**config.mk**
```make
export PLATFORM = sky130hd
export DESIGN_NAME = pc_sequencer_flat
export DESIGN_NICKNAME = d
export VERILOG_FILES = /design/src/rtl/pc_sequencer_if.sv /design/src/rtl/pc_sequencer.sv /design/src/flat_wrapper.sv
export SDC_FILE = /design/constraint.sdc
export NUM_CORES = 1
export LEC_CHECK = 0
export ABC_AREA = 1
export CAP_MARGIN = 20
export CORE_MARGIN = 2
export CORE_UTILIZATION = 35
export DETAILED_ROUTE_END_ITERATION = 12
export GPL_ROUTABILITY_DRIVEN = 0
export PLACE_DENSITY = 0.62
export SKIP_LAST_GASP = 1
export SYNTH_ARGS = -nofsm -noshare
export SYNTH_HDL_FRONTEND = slang
export SYNTH_SLANG_ARGS = --single-unit
```
**constraint.sdc**
```tcl
create_clock -name clk -period 3.6 [get_ports clk]
set_input_delay 0.36 -clock clk [delete_from_list [all_inputs] [get_ports clk]]
set_output_delay 0.36 -clock clk [all_outputs]
set_load 0.03 [all_outputs]
```
**src/rtl/pc_sequencer_if.sv**
```systemverilog
// Instruction-memory fetch channel between the PC sequencer (master) and
// instruction memory (slave): request/address out, acknowledge/data back.
interface pc_sequencer_if;
  logic        req;
  logic [31:0] addr;
  logic        ack;
  logic [31:0] rdata;

  modport master (output req, output addr, input ack, input rdata);
  modport slave  (input req, input addr, output ack, output rdata);
endinterface

```
**src/rtl/pc_sequencer.sv**
```systemverilog
// Fetch/next-PC controller: owns the PC, fetches over a req/ack channel and
// commits the resolved next PC (sequential, branch, jump or register jump).
module pc_sequencer #(
  parameter logic [31:0] RESET_PC = 32'h0000_0000
) (
  input  logic                  clk,
  input  logic                  reset,
  pc_sequencer_if.master        imem,
  output logic [31:0]           instr_o,
  output logic                  instr_valid_o,
  output logic [31:0]           pc_o,
  output logic [31:0]           pc_plus4_o,
  input  logic                  ctrl_valid_i,
  input  logic                  stall_i,
  input  logic                  branch_taken_i,
  input  logic                  jump_i,
  input  logic                  jr_i,
  input  logic [15:0]           immediate_i,
  input  logic [25:0]           jump_index_i,
  input  logic [31:0]           jr_target_i,
  output logic [31:0]           retired_o,
  output logic                  align_err_o
);

  typedef enum logic [1:0] {IDLE, FETCH, EXEC, HALT} state_e;

  state_e      state_q, state_d;
  logic [31:0] pc_q, pc_d;
  logic [31:0] instr_q, instr_d;
  logic [31:0] retired_q, retired_d;
  logic        instr_valid_q, instr_valid_d;
  logic        align_err_q, align_err_d;

  logic [31:0] pc_plus4;
  logic [31:0] branch_target;
  logic [31:0] jump_target;
  logic [31:0] next_pc;
  logic        commit;
  logic        jr_misaligned;

  assign pc_plus4      = pc_q + 32'd4;
  assign branch_target = pc_plus4 + {{14{immediate_i[15]}}, immediate_i, 2'b00};
  assign jump_target   = {pc_plus4[31:28], jump_index_i, 2'b00};
  assign jr_misaligned = jr_i && (jr_target_i[1:0] != 2'b00);
  assign commit        = (state_q == EXEC) && ctrl_valid_i && !stall_i;

  // Register jump dominates, then absolute jump, then taken branch.
  always_comb begin
    next_pc = pc_plus4;
    if (jr_i) begin
      next_pc = jr_target_i;
    end else if (jump_i) begin
      next_pc = jump_target;
    end else if (branch_taken_i) begin
      next_pc = branch_target;
    end
  end

  always_comb begin
    state_d       = state_q;
    pc_d          = pc_q;
    instr_d       = instr_q;
    retired_d     = retired_q;
    instr_valid_d = 1'b0;
    align_err_d   = align_err_q;
    case (state_q)
      IDLE: state_d = FETCH;
      FETCH: begin
        if (imem.ack) begin
          instr_d       = imem.rdata;
          instr_valid_d = 1'b1;
          state_d       = EXEC;
        end
      end
      EXEC: begin
        if (commit) begin
          if (jr_misaligned) begin
            align_err_d = 1'b1;
            state_d     = HALT;
          end else begin
            pc_d      = next_pc;
            retired_d = retired_q + 32'd1;
            state_d   = FETCH;
          end
        end
      end
      HALT: state_d = HALT;
      default: state_d = IDLE;
    endcase
  end

  always_ff @(posedge clk) begin
    if (reset) begin
      state_q       <= IDLE;
      pc_q          <= RESET_PC;
      instr_q       <= 32'd0;
      instr_valid_q <= 1'b0;
      retired_q     <= 32'd0;
      align_err_q   <= 1'b0;
    end else begin
      state_q       <= state_d;
      pc_q          <= pc_d;
      instr_q       <= instr_d;
      instr_valid_q <= instr_valid_d;
      retired_q     <= retired_d;
      align_err_q   <= align_err_d;
    end
  end

  // Request is a pure function of state, so address stays stable until ack.
  assign imem.req      = (state_q == FETCH);
  assign imem.addr     = pc_q;
  assign instr_o       = instr_q;
  assign instr_valid_o = instr_valid_q;
  assign pc_o          = pc_q;
  assign pc_plus4_o    = pc_plus4;
  assign retired_o     = retired_q;
  assign align_err_o   = align_err_q;

endmodule
```
**src/flat_wrapper.sv**
```systemverilog
// flat-port wrapper written by rule: the top's interface ports become plain ports
module pc_sequencer_flat 
#(
  parameter logic [31:0] RESET_PC = 32'h0000_0000
)
  (clk, reset, instr_o, instr_valid_o, pc_o, pc_plus4_o, ctrl_valid_i, stall_i, branch_taken_i, jump_i, jr_i, immediate_i, jump_index_i, jr_target_i, retired_o, align_err_o, imem_req, imem_addr, imem_ack, imem_rdata);
  pc_sequencer_if imem_i ();
  input  logic clk;
  input  logic reset;
  output logic [31:0] instr_o;
  output logic instr_valid_o;
  output logic [31:0] pc_o;
  output logic [31:0] pc_plus4_o;
  input  logic ctrl_valid_i;
  input  logic stall_i;
  input  logic branch_taken_i;
  input  logic jump_i;
  input  logic jr_i;
  input  logic [15:0] immediate_i;
  input  logic [25:0] jump_index_i;
  input  logic [31:0] jr_target_i;
  output logic [31:0] retired_o;
  output logic align_err_o;
  output wire logic [$bits(imem_i.req)-1:0] imem_req;
  output wire logic [$bits(imem_i.addr)-1:0] imem_addr;
  input wire logic [$bits(imem_i.ack)-1:0] imem_ack;
  input wire logic [$bits(imem_i.rdata)-1:0] imem_rdata;
  assign imem_req = imem_i.req;
  assign imem_addr = imem_i.addr;
  assign imem_i.ack = imem_ack;
  assign imem_i.rdata = imem_rdata;
  pc_sequencer #(.RESET_PC(RESET_PC)) u_core (.clk(clk), .reset(reset), .imem(imem_i), .instr_o(instr_o), .instr_valid_o(instr_valid_o), .pc_o(pc_o), .pc_plus4_o(pc_plus4_o), .ctrl_valid_i(ctrl_valid_i), .stall_i(stall_i), .branch_taken_i(branch_taken_i), .jump_i(jump_i), .jr_i(jr_i), .immediate_i(immediate_i), .jump_index_i(jump_index_i), .jr_target_i(jr_target_i), .retired_o(retired_o), .align_err_o(align_err_o));
endmodule
```
# == Word level (Yosys, flattened, before mapping) ==
# Cells that the tools add are included.
# Widths: inputs -> output; s select.
# word_totals
reg_bits,100
in_bits,114
word_cells,35
# op_classes
add_sub_neg,3
eq_ne,5
n_mux,8
n_bitwise,2
n_reduce_logical,11
# op_table
operator,n
$mux 32,3
$add 32x1->32 const B,1
$add 32x3->32 const B,1
$add 32x32->32,1
$pmux 2 s4,1
$mux 2,3
$reduce_and 3->1,2
$eq 2x2->1 const B,2
$ne 2x1->1 const B,2
$reduce_and 2->1,2
$logic_and 1x1->1,3
$eq 2x1->1 const B,1
$logic_not 2->1,1
$not 1->1,2
$reduce_bool 2->1,1
$reduce_or 2->1,1
$logic_not 1->1,1
$mux 1,1

# == Logic depth before layout (Yosys ltp) ==
# Gate-level depths: netlist of the first run.
# logic_depth
ltp_word,5
depth_mapped,25

# == Worst setup path after synthesis of the first run ==
# OpenSTA, ideal clock, no wires.
# synth_timing
path_type,register to register
startpoint,"register u_core.pc_q[2], in the netlist u_core.imem.addr[2]"
endpoint,"register u_core.pc_q[27], in the netlist u_core.imem.addr[27]"
setup_time_ps,124
arrival_time_ps,3187
setup_slack_ps,289
stages_incl_launch_ff,19
n_path_buf,0
period_less_slack_ps,3311
path_cell_list,dfxtp_1 > ha_1 > nand3_1 > inv_1 > nand2_1 > nor2_1 > xor2_1 > ha_1 > nand2_1 > inv_1 > nand2_1 > nand2_1 > a21oi_1 > nand2b_1 > nand3_1 > nand2_1 > nand3_1 > nand2_1 > a21oi_1
# synth_via
elab_chain_cells,5
# synth_rtl
element,line_no,rtl
"start, declared",pc_sequencer.sv:28,"logic [31:0] pc_q, pc_d;"
"start signal, assigned",pc_sequencer.sv:102,pc_q <= pc_d;
$add 32x3->32,pc_sequencer.sv:41,assign pc_plus4 = pc_q + 32'd4;
net pc_plus4_o[18],flat_wrapper.sv:13,output logic [31:0] pc_plus4_o;
$add 32x32->32,pc_sequencer.sv:42,"assign branch_target = pc_plus4 + {{14{immediate_i[15]}}, immediate_i, 2'b00};"
$mux 32,pc_sequencer.sv:54,end else if (branch_taken_i) begin
$mux 32,pc_sequencer.sv:52,end else if (jump_i) begin
$mux 32,pc_sequencer.sv:50,if (jr_i) begin
# The timed path passes the listed nets, and every way through them passes these cells.
# A chain may end at the register's enable or synchronous reset.

# == Final worst setup path of the first run ==
# layout_timing
startpoint,"register u_core.pc_q[3], in the netlist u_core.imem.addr[3]"
endpoint,"register u_core.pc_q[18], in the netlist u_core.imem.addr[18]"
# layout_via
elab_chain_cells,5
# layout_rtl
element,line_no
$add 32x3->32 *,pc_sequencer.sv:41
$add 32x32->32,pc_sequencer.sv:42
$mux 32 *,pc_sequencer.sv:54
$mux 32 *,pc_sequencer.sv:52
$mux 32 *,pc_sequencer.sv:50
# Every way passes the cells marked *; elsewhere a longest branch is shown, timed or not.

==> results of run 1 <==
-- layout make-up --
| type | instances | area [um2] |
|---|---|---|
| multi-input combinational | 1019 | 5150 |
| tap | 285 | 357 |
| clock inverter | 6 | 93.8 |
| clock buffer | 9 | 225 |
| inverter | 161 | 604 |
| fill | 2336 | 11300 |
| timing repair buffer | 310 | 3010 |
| sequential | 100 | 2000 |
-- stage by stage --
stage,hold slack (ns),util,setup WS (ns),instances
global placement,0.457,0.489,0.213,1875
CTS,0.472,0.503,0.169,1890
detailed placement,0.462,0.489,0.205,1875
floorplan,0.463,-,0.289,1351
global route,0.489,0.504,-0.0431,1890
finish,0.473,0.504,0.159,1890
-- placed cells by master (no fill, tap or decap), types with 4 or more instances in the layout --
cell	instances
o211ai_1	6
inv_2	5
clkdlybuf4s50_1	275
and2_1	4
xnor2_1	8
a21oi_1	108
o21ai_1	6
buf_4	34
nand4_1	16
dfxtp_1	98
nor2_4	7
nand3_1	116
nor3_1	20
nor3_2	4
nor4_1	8
clkbuf_16	9
ha_1	38
xor2_1	20
o21bai_1	5
nor2_2	8
nor2_1	131
o21ai_0	36
inv_1	153
nand2_1	431
nand2_2	9
a21o_1	4
-- cell families (layout without fill, tap and decap cells) --
kind of cell | count (synthesis) | count (layout) | share of synthesized area
compound gates | 175 | 175 | 0.117
xor+xnor | 33 | 33 | 0.0383
buf+inv | 232 | 486 | 0.124
flops | 100 | 100 | 0.246
simple gates | 772 | 772 | 0.414
fa+ha+maj | 39 | 39 | 0.0609
-- how the worst max path moves through the flow --
stage / slack [ns] / cells past startpoint / to / startpoint
finish: 0.16 / 21 / u_core.imem.addr[18] / u_core.imem.addr[3]
global route: -0.04 / 21 / u_core.imem.addr[18] / u_core.imem.addr[3]
CTS: 0.17 / 20 / u_core.imem.addr[30] / u_core.imem.addr[15]
detailed placement: 0.21 / 20 / u_core.imem.addr[30] / u_core.imem.addr[15]
global placement: 0.21 / 19 / u_core.imem.addr[30] / u_core.imem.addr[15]
floorplan: 0.29 / 18 / u_core.imem.addr[27] / u_core.imem.addr[2]
-- layer usage --
layer / vias to the layer above / part of all wire
met1: 4221 / 0.42
met3: 66 / 0.10
met5: - / 0
met2: 511 / 0.44
li1: 4788 / -
met4: 0 / 0.040
-- state kept, by name (all words and copies together), names as in the netlist --
name                  count
u_core.imem.addr         32
u_core.instr_o           32
u_core.retired_o         32
u_core.state_q            2
u_core.align_err_o        1
u_core.instr_valid_o      1
-- power by group --
part / switching (mW) / total [mW] / internal (mW)
registers: 0.0212 / 1.15 / 1.13
logic: 0.341 / 0.602 / 0.261
clock network: 0.476 / 1.09 / 0.616
total: 0.838 / 2.85 / 2.01
-- worst max-delay path: stages, from the launching register on --
cell and delay, ns:
dfxtp_1 0.45, nand2_1 0.14, nor2_4 0.15, inv_2 0.06, nor2_4 0.09, nand2_4 0.09
nor2_4 0.16, xor2_1 0.32, inv_1 0.15, ha_1 0.32, nand2_1 0.10, nor2_1 0.27
and2_1 0.20, nand2_1 0.06, nand3_1 0.15, nand2_1 0.10, nand2_1 0.06, nand2_1 0.04
nand3_1 0.09, nand3_1 0.08, nand2_1 0.15, a21oi_1 0.09
-- repair_timing --
action	in CTS	in global routing
buffers inserted	0	0
gates resized for setup	0	5
hold buffers	0	0
endpoints found under the setup margin	0	15
==> impl_metrics.env, run 1 <==
export IMPL_status="complete, no violations"
export IMPL_finalHoldViolCount=0
export IMPL_synth_largest_area_cell="dfxtp_1"
export IMPL_clock_latency_ns=0.35
export IMPL_synth_top_area_share=0.246
export IMPL_setup_viol=0
export IMPL_finalPower_mw=2.85
export IMPL_gr_total_overflow=0
export IMPL_min_from="u_core.instr_o[4]"
export IMPL_firstDrtPassIters=5
export IMPL_maxSlewViolCount=0
export IMPL_maxSlewHeadroom=0.354
export IMPL_rows=55
export IMPL_syn_inst=1351
export IMPL_syn_area_um2=8140
export IMPL_period_needed_ns=3.44
export IMPL_drc=0
export IMPL_cts_made_buffers=9
export IMPL_ff2ff_path_depth=21
export IMPL_die_x_um=156
export IMPL_yosys_top_cells_count="431 x nand2_1, 153 x inv_1, 132 x nor2_1"
export IMPL_insertedDiodeCount=0
export IMPL_first_global_vias=9203
export IMPL_synth_edf_count=0
export IMPL_placed_cell_area_um2=11100
export IMPL_synthArstFlopShare=0
export IMPL_rrSetupSlack_ns=0.16
export IMPL_cap_violations=0
export IMPL_start_kind="register"
export IMPL_start_util=0.358
export IMPL_max_freq_mhz=291
export IMPL_worstMarginPinSlew_ns=0.963
export IMPL_area_growth_pct=40.7
export IMPL_grt_use_met1=0.345
export IMPL_cp_end_kind="register"
export IMPL_leakage_nw=5.12
export IMPL_synth_nets=1504
export IMPL_nets=1754
export IMPL_use_met2=0.431
export IMPL_portBuffers=276
export IMPL_r2r_end="u_core.imem.addr[18]"
export IMPL_core_area_um2=22700
export IMPL_yosysMostFrequentCell="nand2_1"
export IMPL_synth_seq_area_share=0.246
export IMPL_drive_gt1_frac=0.0660
export IMPL_crit_arrival_ns=3.65
export IMPL_hp_class="reg -> reg"
export IMPL_clockRootBuffer="clkbuf_16"
export IMPL_routedWlPerCell_um=17.6
export IMPL_dp_hpwl_mm=26.9
export IMPL_hold_end="u_core.instr_o[4]"
export IMPL_required_ns=3.81
export IMPL_antenna_found_initial=0
export IMPL_ant_nets=0
export IMPL_skew_ns=0.0136
export IMPL_ctsHtreeMaxLevel=3
export IMPL_rsz0062_at_grt="true"
export IMPL_synth_ff_type="dfxtp_1"
export IMPL_synth_area_leaders="dfxtp_1 25%, nand2_1 20%, nand3_1 7.1%"
export IMPL_critPathMaxFanout=7
export IMPL_clock_sinks=100
export IMPL_ys_ff_latch=100
export IMPL_worstSetupPathType="reg -> reg"
export IMPL_syn_avg_cell_area_um2=6.02
export IMPL_tns_ns=0
export IMPL_cts_path_max_buffers=2
export IMPL_ir_drop_uv=272
export IMPL_grt_pass1_wl_mm=51.3
export IMPL_grt_util_met3=0.0698
export IMPL_power_density_nw_per_um2=249
export IMPL_vias_per_cell=5.07
export IMPL_fin_crit_sh=0.956
export IMPL_die_y_um=156
export IMPL_design_area_um2=11400
export IMPL_drt_iter0_drc=707
export IMPL_hold_depth=2
export IMPL_ys_types=47
export IMPL_via_count=9586
export IMPL_routed_wirelength_mm=33.3
export IMPL_track_usage=0.270
export IMPL_cts_tree="yes"
export IMPL_grt_max_degree=44
export IMPL_timing_rr_start="u_core.imem.addr[3]"
export IMPL_die_area_um2=24500
export IMPL_io_pins=277
export IMPL_yosysWarnings=0
export IMPL_grt_busiest_layer="met2"
export IMPL_clkTransAtPathRegs_ns=0.08
(Power assumes the default switching activity.)
==> run 2, diff against run 1 <==
--- a/config.mk
+++ b/config.mk
@@ -7,7 +7,7 @@
 export LEC_CHECK = 0
 export ABC_AREA = 1
 export CAP_MARGIN = 20
-export CORE_MARGIN = 2
+export CORE_MARGIN = 1
 export CORE_UTILIZATION = 35
 export DETAILED_ROUTE_END_ITERATION = 12
 export GPL_ROUTABILITY_DRIVEN = 0
==> run 2 against run 1 <==
  * Combinational power is essentially flat
  * Highest routed layer unchanged
  * Clock power shrank 4%
  * Cell area grew 0.22%
  * Clock skew shrank 0.0018 ns
  * Global-route usage grew 0.20 points
  * Sequential share of layout area is essentially flat
  * Sequential cell count is the same
  * Count of clock-buffer cells in the layout grew 1
  * Final cell count grew 0.26%
  * Worst setup slack gained 0.099 ns
  * First-iteration DRC count grew 0.85%
  * Via count grew 0.75%
==> impl_metrics.env, run 2 (synthesis gave the netlist of run 1 again) <==
export IMPL_status="complete, no violations"
export IMPL_routedWlPerCell_um=17.3
export IMPL_period_needed_ns=3.34
export IMPL_ctsHoldBuffers=0
export IMPL_clock_latency_ns=0.36
export IMPL_skew_ns=0.0118
export IMPL_drive_gt1_frac=0.0727
export IMPL_maxSlewViolCount=0
export IMPL_clkTransAtPathRegs_ns=0.08
export IMPL_ctsHtreeMaxLevel=3
export IMPL_cts_tree="yes"
export IMPL_fin_crit_sh=0.928
export IMPL_grt_max_degree=44
export IMPL_gr_total_overflow=0
export IMPL_finalHoldViolCount=0
export IMPL_drc=0
export IMPL_crit_arrival_ns=3.56
export IMPL_portBuffers=276
export IMPL_path_common_cell="nand2_1"
export IMPL_cts_made_buffers=9
export IMPL_cp_cell_sequence="nand2_2, nor2_4, inv_2, nor2_4, nand2_4, nor2_4, xor2_1, inv_1, ha_1, nand2_1, nor2_1, and2_1, nand2_1, nand3_1, nand2_1, nand2_1, nand2_1, nand3_1, nand3_1, nand2_1, a21oi_1"
export IMPL_setup_viol=0
export IMPL_io_pins=277
export IMPL_fillers=2391
export IMPL_ff2ff_path_depth=21
export IMPL_nets=1758
export IMPL_grt_pass1_wl_mm=50.5
export IMPL_tns_ns=0
export IMPL_worstMarginPinSlew_ns=0.913
export IMPL_vias_per_cell=5.10
export IMPL_track_usage=0.272
export IMPL_ant_nets=0
export IMPL_area_growth_pct=41.0
export IMPL_crit_path_top_delay_cell="dfxtp_2"
export IMPL_leakage_nw=5.13
export IMPL_required_ns=3.82
export IMPL_drt_iter0_drc=713
export IMPL_start_kind="register"
export IMPL_antenna_found_initial=0
export IMPL_firstDrtPassIters=5
export IMPL_core_area_um2=22700
export IMPL_via_count=9658
export IMPL_power_density_nw_per_um2=245
export IMPL_clock_sinks=100
export IMPL_die_x_um=154
export IMPL_ir_drop_uv=199
export IMPL_max_freq_mhz=299
export IMPL_rsz0062_at_grt="false"
export IMPL_die_area_um2=23900
export IMPL_cts_path_max_buffers=2
export IMPL_layout_common_cells="430 x nand2_1, 275 x clkdlybuf4s50_1, 153 x inv_1, 130 x nor2_1, 116 x nand3_1"
export IMPL_clockRootBuffer="clkbuf_16"
export IMPL_cap_violations=0
export IMPL_finalPower_mw=2.80
export IMPL_maxSlewHeadroom=0.391
export IMPL_worstSetupPathType="reg -> reg"
export IMPL_critPathMaxFanout=6
export IMPL_start_util=0.358
export IMPL_hold_depth=2
export IMPL_first_global_vias=9174
export IMPL_cp_end_kind="register"
export IMPL_rows=55
export IMPL_final_common_cell="nand2_1"
export IMPL_die_y_um=154
export IMPL_final_core_util=0.505
export IMPL_insertedDiodeCount=0
export IMPL_cp_slowest_stage_delay_ns=0.45
export IMPL_hp_class="reg -> reg"
export IMPL_routed_wirelength_mm=32.8
export IMPL_dp_hpwl_mm=26.4
-- run 2: repair_timing --
item / in CTS / in global routing
gates resized for setup: 0 / 12
setup buffers: 0 / 0
setup endpoints to repair: 0 / 11
-- run 2: path summary, 6_finish.rpt --
| path | from | endpoint | slack [ns] |
|---|---|---|---|
| max | u_core.imem.addr[5] | u_core.imem.addr[18] | 0.26 |
| min | u_core.align_err_o | u_core.align_err_o | 0.47 |
| max reg2reg | u_core.imem.addr[5] | u_core.imem.addr[18] | 0.26 |
| min reg2reg | u_core.align_err_o | u_core.align_err_o | 0.47 |
-- run 2: layout make-up --
cell class,count,area (um2),area share
Multi-Input combinational cell,1019,5140,0.448
Timing Repair Buffer,314,3040,0.265
Sequential cell,100,2010,0.175
Inverter,161,604,0.0527
Tap cell,285,357,0.0311
Clock buffer,10,229,0.0200
Clock inverter,6,82.6,0.00720
-- run 2: stage by stage --
step / cells / hold WS (ns) / setup slack [ns] / cell area, um2
2_1_floorplan: 1351 / 0.463 / 0.289 / 8140
3_3_place_gp: 1879 / 0.457 / 0.183 / 11100
3_5_place_dp: 1879 / 0.450 / 0.169 / 11100
4_1_cts: 1895 / 0.465 / 0.163 / 11400
5_1_grt: 1895 / 0.479 / 0.0204 / 11500
6_report: 1895 / 0.465 / 0.258 / 11500
-- run 2: power by group --
group,switching (mW),internal (mW),total [mW]
Combinational,0.340,0.261,0.601
Clock,0.493,0.556,1.05
Sequential,0.0218,1.13,1.16
-- run 2: critical path, delay by kind of cell (launching register included) --
kind,cells,cell delay [ns]
compound gates,1,0.06
simple gates,16,1.88
xor+xnor,1,0.31
flops,1,0.45
fa+ha+maj,1,0.32
buf+inv,2,0.20
-- run 2: per-layer routing --
metal / part of all wire / global-route usage / vias up
met3: 0.084 / 0.0563 / 58
met1: 0.43 / 0.349 / 4358
met2: 0.45 / 0.443 / 446
met4: 0.035 / 0.111 / 0
met5: 0 / 0 / -
li1: - / - / 4796
==> run 3, diff against run 2 <==
--- a/config.mk
+++ b/config.mk
@@ -9,6 +9,7 @@
 export CAP_MARGIN = 20
 export CORE_MARGIN = 1
 export CORE_UTILIZATION = 35
+export CTS_CLUSTER_SIZE = 28
 export DETAILED_ROUTE_END_ITERATION = 12
 export GPL_ROUTABILITY_DRIVEN = 0
 export PLACE_DENSITY = 0.62
==> constraint.sdc (replaced) <==
create_clock -name clk -period 3.6 [get_ports clk]
set_input_delay 0.36 -clock clk [delete_from_list [all_inputs] [get_ports clk]]
set_output_delay 0.36 -clock clk [all_outputs]
set_load 0.02 [all_outputs]
==> results of run 3 <==
The final DEF is identical to that of run 2. Status: complete, no violations.
Among the figures that moved: total power 2.80 mW -> 2.78 mW; worst IR drop on VDD 199 uV -> 197 uV
